===== src/rtl/seven_seg_pkg.sv =====
// Shared types, glyph constants and width helper for the seven-segment scan driver.
package seven_seg_pkg;

    typedef logic [6:0] seg_t;

    // Active-low abcdefg, bit6 = a, bit0 = g
    localparam seg_t SEG_BLANK = 7'b1111111;
    localparam seg_t SEG_0     = 7'b0000001;
    localparam seg_t SEG_1     = 7'b1001111;
    localparam seg_t SEG_2     = 7'b0010010;
    localparam seg_t SEG_3     = 7'b0000110;
    localparam seg_t SEG_4     = 7'b1001100;
    localparam seg_t SEG_5     = 7'b0100100;
    localparam seg_t SEG_6     = 7'b0100000;
    localparam seg_t SEG_7     = 7'b0001111;
    localparam seg_t SEG_8     = 7'b0000000;
    localparam seg_t SEG_9     = 7'b0000100;
    localparam seg_t SEG_A     = 7'b0001000;
    localparam seg_t SEG_B     = 7'b1100000;
    localparam seg_t SEG_C     = 7'b0110001;
    localparam seg_t SEG_D     = 7'b1000010;
    localparam seg_t SEG_E     = 7'b0110000;
    localparam seg_t SEG_F     = 7'b0111000;

    // Counter width for a 0..n-1 range, never narrower than one bit
    function automatic int unsigned cnt_w(input int unsigned n);
        return (n > 1) ? $clog2(n) : 1;
    endfunction

endpackage


===== src/rtl/seven_seg_glyph.sv =====
// Combinational 4-bit code to active-low segment pattern decoder.
module seven_seg_glyph
    import seven_seg_pkg::*;
#(
    parameter bit HEX_EN = 1'b0
) (
    input  logic [3:0] code,
    output logic [6:0] seg_c
);

    always_comb begin
        seg_c = SEG_BLANK;
        case (code)
            4'd0:  seg_c = SEG_0;
            4'd1:  seg_c = SEG_1;
            4'd2:  seg_c = SEG_2;
            4'd3:  seg_c = SEG_3;
            4'd4:  seg_c = SEG_4;
            4'd5:  seg_c = SEG_5;
            4'd6:  seg_c = SEG_6;
            4'd7:  seg_c = SEG_7;
            4'd8:  seg_c = SEG_8;
            4'd9:  seg_c = SEG_9;
            4'd10: seg_c = HEX_EN ? SEG_A : SEG_BLANK;
            4'd11: seg_c = HEX_EN ? SEG_B : SEG_BLANK;
            4'd12: seg_c = HEX_EN ? SEG_C : SEG_BLANK;
            4'd13: seg_c = HEX_EN ? SEG_D : SEG_BLANK;
            4'd14: seg_c = HEX_EN ? SEG_E : SEG_BLANK;
            4'd15: seg_c = HEX_EN ? SEG_F : SEG_BLANK;
            default: seg_c = SEG_BLANK;
        endcase
    end

endmodule


===== src/rtl/seven_seg_scan_driver.sv =====
// Time-multiplexed N-digit common-anode 7-segment driver with shadowed digit data,
// leading-zero suppression, blanking, blinking and decimal points.
module seven_seg_scan_driver
    import seven_seg_pkg::*;
#(
    parameter int unsigned N_DIGITS     = 3,
    parameter int unsigned REFRESH_DIV  = 50000,
    parameter int unsigned BLINK_FRAMES = 64,
    parameter bit          HEX_EN       = 1'b0
) (
    input  logic                    clk,
    input  logic                    reset,
    input  logic [4*N_DIGITS-1:0]   digits_in,
    input  logic                    load,
    input  logic [N_DIGITS-1:0]     dp_in,
    input  logic [N_DIGITS-1:0]     blank_in,
    input  logic [N_DIGITS-1:0]     blink_in,
    input  logic                    lzs_en,
    output logic [6:0]              seg_n,
    output logic                    dp_n,
    output logic [N_DIGITS-1:0]     an_n,
    output logic                    frame_tick
);

    localparam int unsigned PW = cnt_w(REFRESH_DIV);
    localparam int unsigned FW = cnt_w(BLINK_FRAMES);
    localparam int unsigned IW = cnt_w(N_DIGITS);
    localparam int unsigned DW = 4 * N_DIGITS;
    localparam logic [N_DIGITS-1:0] AN_ONE = N_DIGITS'(1);

    logic [DW-1:0]       sh_digits;
    logic [N_DIGITS-1:0] sh_dp;
    logic [N_DIGITS-1:0] sh_blank;
    logic [N_DIGITS-1:0] sh_blink;
    logic [PW-1:0]       presc;
    logic [IW-1:0]       idx;
    logic [FW-1:0]       frame_cnt;
    logic                blink_phase;

    logic                presc_wrap_c;
    logic                idx_last_c;
    logic                frame_wrap_c;
    logic [N_DIGITS-1:0] lead_zero_c;
    logic                zero_run_c;
    logic [3:0]          code_c;
    logic                dp_c;
    logic                dark_c;
    logic [6:0]          glyph_c;

    assign presc_wrap_c = (presc == PW'(REFRESH_DIV - 1));
    assign idx_last_c   = (idx == IW'(N_DIGITS - 1));
    assign frame_wrap_c = (frame_cnt == FW'(BLINK_FRAMES - 1));

    // lead_zero_c[i]: digits N_DIGITS-1 down to i are all code 0
    always_comb begin
        lead_zero_c = '0;
        zero_run_c  = 1'b1;
        for (int i = int'(N_DIGITS) - 1; i >= 0; i--) begin
            zero_run_c     = zero_run_c && (sh_digits[4*i +: 4] == 4'd0);
            lead_zero_c[i] = zero_run_c;
        end
    end

    // Select the scanned digit and decide whether it is dark
    always_comb begin
        code_c = 4'd0;
        dp_c   = 1'b0;
        dark_c = 1'b0;
        for (int i = 0; i < int'(N_DIGITS); i++) begin
            if (idx == IW'(i)) begin
                code_c = sh_digits[4*i +: 4];
                dp_c   = sh_dp[i];
                dark_c = sh_blank[i]
                       | (sh_blink[i] & blink_phase)
                       | (lzs_en & (i != 0) & lead_zero_c[i]);
            end
        end
    end

    seven_seg_glyph #(
        .HEX_EN (HEX_EN)
    ) u_glyph (
        .code  (code_c),
        .seg_c (glyph_c)
    );

    always_ff @(posedge clk) begin
        if (reset) begin
            sh_digits   <= '0;
            sh_dp       <= '0;
            sh_blank    <= '0;
            sh_blink    <= '0;
            presc       <= '0;
            idx         <= '0;
            frame_cnt   <= '0;
            blink_phase <= 1'b0;
            seg_n       <= SEG_BLANK;
            dp_n        <= 1'b1;
            an_n        <= '1;
            frame_tick  <= 1'b0;
        end else begin
            if (load) begin
                sh_digits <= digits_in;
                sh_dp     <= dp_in;
                sh_blank  <= blank_in;
                sh_blink  <= blink_in;
            end

            presc <= presc_wrap_c ? '0 : presc + PW'(1);
            if (presc_wrap_c) begin
                idx <= idx_last_c ? '0 : idx + IW'(1);
            end

            if (presc_wrap_c && idx_last_c) begin
                if (frame_wrap_c) begin
                    frame_cnt   <= '0;
                    blink_phase <= ~blink_phase;
                end else begin
                    frame_cnt <= frame_cnt + FW'(1);
                end
            end
            frame_tick <= presc_wrap_c && idx_last_c;

            // Anodes stay off for count 0 of each slot so the previous digit cannot ghost
            an_n  <= (presc == '0) ? '1 : ~(AN_ONE << idx);
            seg_n <= dark_c ? SEG_BLANK : glyph_c;
            dp_n  <= dark_c | ~dp_c;
        end
    end

endmodule


===== config.mk =====
export PLATFORM = sky130hd
export DESIGN_NAME = seven_seg_scan_driver
export DESIGN_NICKNAME = d
export VERILOG_FILES = /design/src/rtl/seven_seg_pkg.sv /design/src/rtl/seven_seg_glyph.sv /design/src/rtl/seven_seg_scan_driver.sv
export SDC_FILE = /design/constraint.sdc
export NUM_CORES = 1
export LEC_CHECK = 0
export ABC_CLOCK_PERIOD_IN_PS = 2460
export BUFFER_PORTS_ARGS = -buffer_cell sky130_fd_sc_hd__buf_2
export CAP_MARGIN = 20
export CORE_AREA = 2 2 77 72
export CTS_CLUSTER_DIAMETER = 60
export DETAILED_ROUTE_END_ITERATION = 8
export DIE_AREA = 0 0 79 74
export PLACE_DENSITY = 0.75
export SLEW_MARGIN = 10
export SYNTH_ARGS = -nofsm -noshare
export SYNTH_HDL_FRONTEND = slang
export SYNTH_SLANG_ARGS = --single-unit

===== constraint.sdc =====
create_clock -name clk -period 2.46 [get_ports clk]
set_input_delay 0.492 -clock clk [delete_from_list [all_inputs] [get_ports clk]]
set_output_delay 0.492 -clock clk [all_outputs]
set_load 0.005 [all_outputs]

==> results of run 1 <==
[critical path, delay by kind of cell, from the launching register on]
family	cells	cell delay (ns)
flip-flops	1	0.37
AND/OR/NAND/NOR	3	1.70
AO/OA/AOI/OAI	1	0.16
[cells in the final DEF, fill, tap and decap left out, types with 5 or more instances in the layout]
cell      netlist  routed
o31ai_1         7       7
a21oi_1        16      16
nand2_1        15      15
nor2_1         39      39
o21ai_0         8       8
mux2i_1        28      28
or4_1           7       7
xor2_1          9       9
inv_1           8       8
dfxtp_1        58      58
clkbuf_8        0       9
nand4_1         6       6
ha_1            9       9
buf_4           1       6
nand3_1         9       9
and2_1          5       5
buf_2           1      36
[power by group]
part,leakage [nW],internal (mW),switching (mW),total (mW)
clock,0.0885,0.473,0.413,0.886
sequential,0.475,0.978,0.0216,0.999
combinational,0.708,0.0805,0.0903,0.171
total,1.27,1.53,0.525,2.06
[kinds of logic (layout without fill, tap and decap cells)]
family	count (synthesis)	in the layout
buffers and inverters	23	66
and+or+nand+nor	110	110
DFF	58	58
AOI/OAI and AO/OA	51	51
muxes	29	29
xor gates and xnor gates	12	12
adders and majority gates	9	9
[metrics by stage]
step                      instance area (sq um)  worst slack, ns  instances  utilization
final                                      3120            0.164        402        0.615
after CTS                                  3120            0.172        402        0.615
after floorplan                            2670            0.316        292            -
after global routing                       3120           0.0579        402        0.615
after detailed placement                   2920            0.185        386        0.575
after global placement                     2920            0.237        386        0.575
[final cells by class]
| type | instances | area (sq um) | share of cell area |
|---|---|---|---|
| multi-input combinational | 211 | 1420 | 0.454 |
| sequential | 58 | 1160 | 0.373 |
| timing repair buffer | 42 | 225 | 0.0723 |
| clock buffer | 9 | 124 | 0.0397 |
| tap | 67 | 83.8 | 0.0269 |
| clock inverter | 7 | 77.6 | 0.0249 |
| inverter | 8 | 30.0 | 0.00963 |
[state kept, by name, summed over array words and instances (netlist names)]
signal       count
presc           16
sh_digits       12
seg_n            7
frame_cnt        6
an_n             3
sh_blank         3
sh_blink         3
sh_dp            3
idx              2
blink_phase      1
dp_n             1
frame_tick       1
[worst min path at each step]
| stage | cells after the start | to | slack [ns] | from |
|---|---|---|---|---|
| 6_report | 3 | sh_digits[8] | 0.38 | digits_in[8] |
| 3_3_place_gp | 1 | presc[0] | 0.46 | presc[0] |
| 2_1_floorplan | 1 | presc[0] | 0.44 | presc[0] |
| 4_1_cts | 3 | sh_blank[1] | 0.36 | blank_in[1] |
| 3_5_place_dp | 1 | presc[0] | 0.47 | presc[0] |
| 5_1_grt | 3 | sh_digits[8] | 0.38 | digits_in[8] |
[layer usage]
layer	vias to the layer above	global-route usage
li1	1125	-
met1	1025	0.277
met2	48	0.298
met3	7	0.0619
met4	0	0.103
met5	-	0
==> results_dict.tcl, run 1 <==
set metrics [dict create \
    run_status "finished clean" \
    netlist_top_cells_area "dfxtp_1, mux2i_1, nor2_1" \
    report.final.hold_viol_count 0 \
    initial_antenna_violation_count 0 \
    detail_route.wirelength_um 5410 \
    buffer_ports.inserted 36 \
    area.growth.synth_to_final_pct 16.8 \
    synth-compound-area-share 0.123 \
    first_iter_violations 141 \
    synth_simple_gate_area_share 0.216 \
    pin_count_of_the_biggest_net_entering_global_routing 36 \
    synth_seq_area_share 0.435 \
    remaining_drc_errors 0 \
    global_route_total_usage_across_every_layer 0.205 \
    crit_type "register to register" \
    power.total_mw 2.06 \
    ant_nets 0 \
    total_of_flip_flops_plus_latches_after_synthesis 58 \
    final_net_count 364 \
    finalSetupViolations 0 \
    rr_startpoint "presc[4]" \
    initial_utilization 0.526 \
    clock_transition_at_the_register_clock_pins_on_the_worst_setup_and_hold_paths_after_cts_ns 0.08 \
    post_synthesis_share_of_cell_area_spent_on_xor_and_xnor_gates 0.0394 \
    finalSetupTns_ns 0 \
    worst_clock_skew_ns 0.00854 \
    final_layout_size_suffix_gt1_frac 0.182 \
    grt_first_pass_wirelength_um 9120 \
    setup.worst_path.end_class "register" \
    timing.critical_path.required_ns 2.73 \
    crit-reg2reg-capture "frame_cnt[0]" \
    cp_slowest_stage_delay_ns 0.64 \
    firstDrtPassIters 4 \
    dp.final_hpwl_um 3750 \
    vdd_ir_drop_max_uv 617 \
    post_drt_via_cell_ratio 5.49 \
    final_global_route_overflow_total 0 \
    synth_top_area_cell "dfxtp_1" \
    cellPowerDensity_nw_per_um2 660 \
    floorplan.die.width_um 79 \
    slew_viol_final 0 \
    syn_nets 326 \
    die_area_sq_um 5850 \
    timing_worst_slew_pin_value_ns 0.617 \
    globalplace.congestion 0.882 \
    synth_top_cell_area_share 0.435 \
    yosys_most_used_dff "dfxtp_1" \
    max_used_layer "met4" \
    synth.cell_area_sq_um 2670 \
    maxCapViolations 0 \
    synth_cell_types 45 \
    clkLatencyLatePin_ns 0.34 \
    final.fill_count 462 \
    leakage_nw 1.27 \
    yosys.area_share.adder 0.0422 \
    ys_warn_count 0 \
    cts_made_buffers 9 \
    syn-instance-count 292 \
    drt-met1-wl_um 2730 \
    synth.area.mux_share 0.109 \
    worst-r2r-cell-count 4 \
    worst_hold_class "input pin to register" \
    timing.hold.ws_ns 0.376 \
    ctsHtreeMaxLevel 3 \
    synth_edf_count 0 \
    synthMostInstantiatedCell "dfxtp_1" \
    ff2ff_setup_slack_ns 0.16 \
    ctsHoldBuffers 0 \
    worstSetupStartpointType "register" \
    max-clock-path-buffers 2 \
    startpoint "presc[4]" \
    first_global_vias 1972 \
    routedWlPerCell_um 13.5 \
    worst-endpoint-arrival_ns 2.57 \
    critical_path.most_common_cell "or4_4" \
    boundaryPins 37 \
    antenna_diode_instance_count 0 \
    synth_top_family_by_area "simple AND/OR/NAND/NOR gates" \
    met2_wirelength_um 2350 \
    cts-resized-gates 0 \
    critical_path.max_fanout 14 \
    clkSinkCount 58 \
    rsz0062_at_grt "false" \
    clock-root-buffer "clkbuf_8" \
    synth_common_cells "dfxtp_1, nor2_1, mux2i_1" \
    vias 2205 \
    timing.final.crit_period_ns 2.30 \
    floorplan.core_area_sq_um 5070 \
    amount_of_wire_on_met3_after_detailed_routing_um 268 \
    cts_tree "yes" \
    cpMaxStageDelayCell "or4_4" \
    achievable-frequency_mhz 436 \
    fp-row-count 25 \
    post-cts-setup-buffers 0 \
    fin_crit_sh 0.933 \
    async_flop_share 0 \
    maxSlewHeadroom 0.589 \
    post_synth.cell_area_avg_sq_um 9.14 \
    worstSetupEndpoint "frame_cnt[0]" \
    path_cells "or4_4 > or4_4 > or4_1 > a21oi_1" \
    vertical_die_dimension_um 74 \
]
Note: power is estimated with default switching activity, not from simulation.
==> inputs of run 2 (changes only) <==
--- a/config.mk
+++ b/config.mk
@@ -8,11 +8,10 @@
 export ABC_CLOCK_PERIOD_IN_PS = 2460
 export BUFFER_PORTS_ARGS = -buffer_cell sky130_fd_sc_hd__buf_2
 export CAP_MARGIN = 20
-export CORE_AREA = 2 2 77 72
+export CORE_AREA = 2 2 88 81
 export CTS_CLUSTER_DIAMETER = 60
 export DETAILED_ROUTE_END_ITERATION = 8
-export DIE_AREA = 0 0 79 74
-export PLACE_DENSITY = 0.75
+export DIE_AREA = 0 0 90 83
 export SLEW_MARGIN = 10
 export SYNTH_ARGS = -nofsm -noshare
 export SYNTH_HDL_FRONTEND = slang
==> results_dict.tcl, run 2 (synthesis results as in run 1) <==
set metrics [dict create \
    die_area_sq_um 7470 \
    initial_antenna_violation_count 0 \
    critical_path.max_fanout 14 \
    initial_utilization 0.409 \
    vdd_ir_drop_max_uv 425 \
    rsz0062_at_grt "false" \
    final.fill_count 644 \
    timing.critical_path.required_ns 2.74 \
    ctsHoldBuffers 0 \
    worstSetupStartpointType "register" \
    fp-row-count 28 \
    cts-resized-gates 0 \
    detail_route.wirelength_um 5740 \
    global_route_total_usage_across_every_layer 0.162 \
    final_global_route_overflow_total 0 \
    clkLatencyLatePin_ns 0.35 \
    largest_reg_flops 16 \
    worst_hold_class "input pin to register" \
    worst_clock_skew_ns 0.00618 \
    fin_crit_sh 0.934 \
    setup.worst_path.end_class "register" \
    pin_count_of_the_biggest_net_entering_global_routing 36 \
    buffer_ports.inserted 36 \
    antenna_diode_instance_count 0 \
    timing_worst_slew_pin_value_ns 0.616 \
    achievable-frequency_mhz 435 \
    setup_slack_ns 0.163 \
    ant_nets 0 \
    post-cts-setup-buffers 0 \
    worst-endpoint-arrival_ns 2.57 \
    vias 2192 \
    report.final.hold_viol_count 0 \
    finalSetupViolations 0 \
    firstDrtPassIters 4 \
    maxSlewHeadroom 0.589 \
    reg.largest.list "presc: 16 flops, sh_digits: 12 flops, seg_n: 7 flops" \
    cellPowerDensity_nw_per_um2 733 \
    globalplace.congestion 0.825 \
    boundaryPins 37 \
    cts_tree "yes" \
    maxCapViolations 0 \
    slew_viol_final 0 \
    remaining_drc_errors 0 \
    clock_transition_at_the_register_clock_pins_on_the_worst_setup_and_hold_paths_after_cts_ns 0.06 \
    vertical_die_dimension_um 83 \
    final_layout_size_suffix_gt1_frac 0.186 \
    first_iter_violations 128 \
    final_net_count 367 \
    clock-root-buffer "clkbuf_8" \
    dp.final_hpwl_um 3990 \
    most-common-layout-cells "dfxtp_1, nor2_1, buf_2" \
    max-clock-path-buffers 2 \
    routedWlPerCell_um 13.4 \
    clkSinkCount 58 \
    grt_first_pass_wirelength_um 9740 \
    largest_register "presc" \
    finalSetupTns_ns 0 \
    floorplan.die.width_um 90 \
    area.growth.synth_to_final_pct 21.2 \
    leakage_nw 1.33 \
    timing.final.crit_period_ns 2.30 \
    cts_made_buffers 9 \
    preCtsSetupSlack_ns 0.187 \
    run_status "finished clean" \
    final_common_cell "dfxtp_1" \
    post_drt_via_cell_ratio 5.12 \
    crit_type "register to register" \
    ctsHtreeMaxLevel 3 \
    floorplan.core_area_sq_um 6520 \
    first_global_vias 2050 \
]
-- run 2: where the power goes --
| group | total, mW | leakage, nW | internal (mW) | switching, mW |
|---|---|---|---|---|
| clock | 1.19 | 0.134 | 0.802 | 0.392 |
| sequential | 0.999 | 0.475 | 0.978 | 0.0206 |
| combinational | 0.178 | 0.723 | 0.0841 | 0.0939 |
-- run 2: final timing paths --
| kind | startpoint | end | slack (ns) | cells past startpoint |
|---|---|---|---|---|
| worst min register to register | presc[0] | presc[0] | 0.48 | 1 |
| worst max-delay path | presc[4] | frame_cnt[4] | 0.16 | 4 |
| worst max register to register | presc[4] | frame_cnt[4] | 0.16 | 4 |
| worst min-delay path | blink_in[1] | sh_blink[1] | 0.38 | 3 |
-- run 2: metrics by stage --
| stage | cell area (sq um) | utilization | instances | hold WS [ns] | total power, mW |
|---|---|---|---|---|---|
| floorplan | 2670 | - | 292 | 0.438 | 1.13 |
| detailed placement | 2970 | 0.455 | 412 | 0.462 | 1.20 |
| finish | 3230 | 0.496 | 428 | 0.378 | 2.37 |
| CTS | 3230 | 0.496 | 428 | 0.365 | 2.39 |
| global route | 3230 | 0.496 | 428 | 0.380 | 2.47 |
| global placement | 2970 | 0.455 | 412 | 0.456 | 1.19 |
-- run 2: metal layers --
layer / part of all wire / global-route usage
met5: 0 / 0
met4: 0.014 / 0.0587
met3: 0.048 / 0.0590
met2: 0.43 / 0.233
met1: 0.51 / 0.223
-- run 2: final cells by class --
type	instances	area, sq um	area share
multi-input combinational	211	1420	0.438
sequential	58	1160	0.359
timing repair buffer	45	248	0.0766
clock buffer	11	141	0.0437
clock inverter	5	125	0.0387
tap	90	113	0.0348
inverter	8	30.0	0.00929
-- run 2: worst max-delay path, stage by stage, from the launching register on --
cell and delay (ns):
dfxtp_1 0.37, or4_4 0.57, or4_4 0.64, or4_1 0.49, a21oi_1 0.16
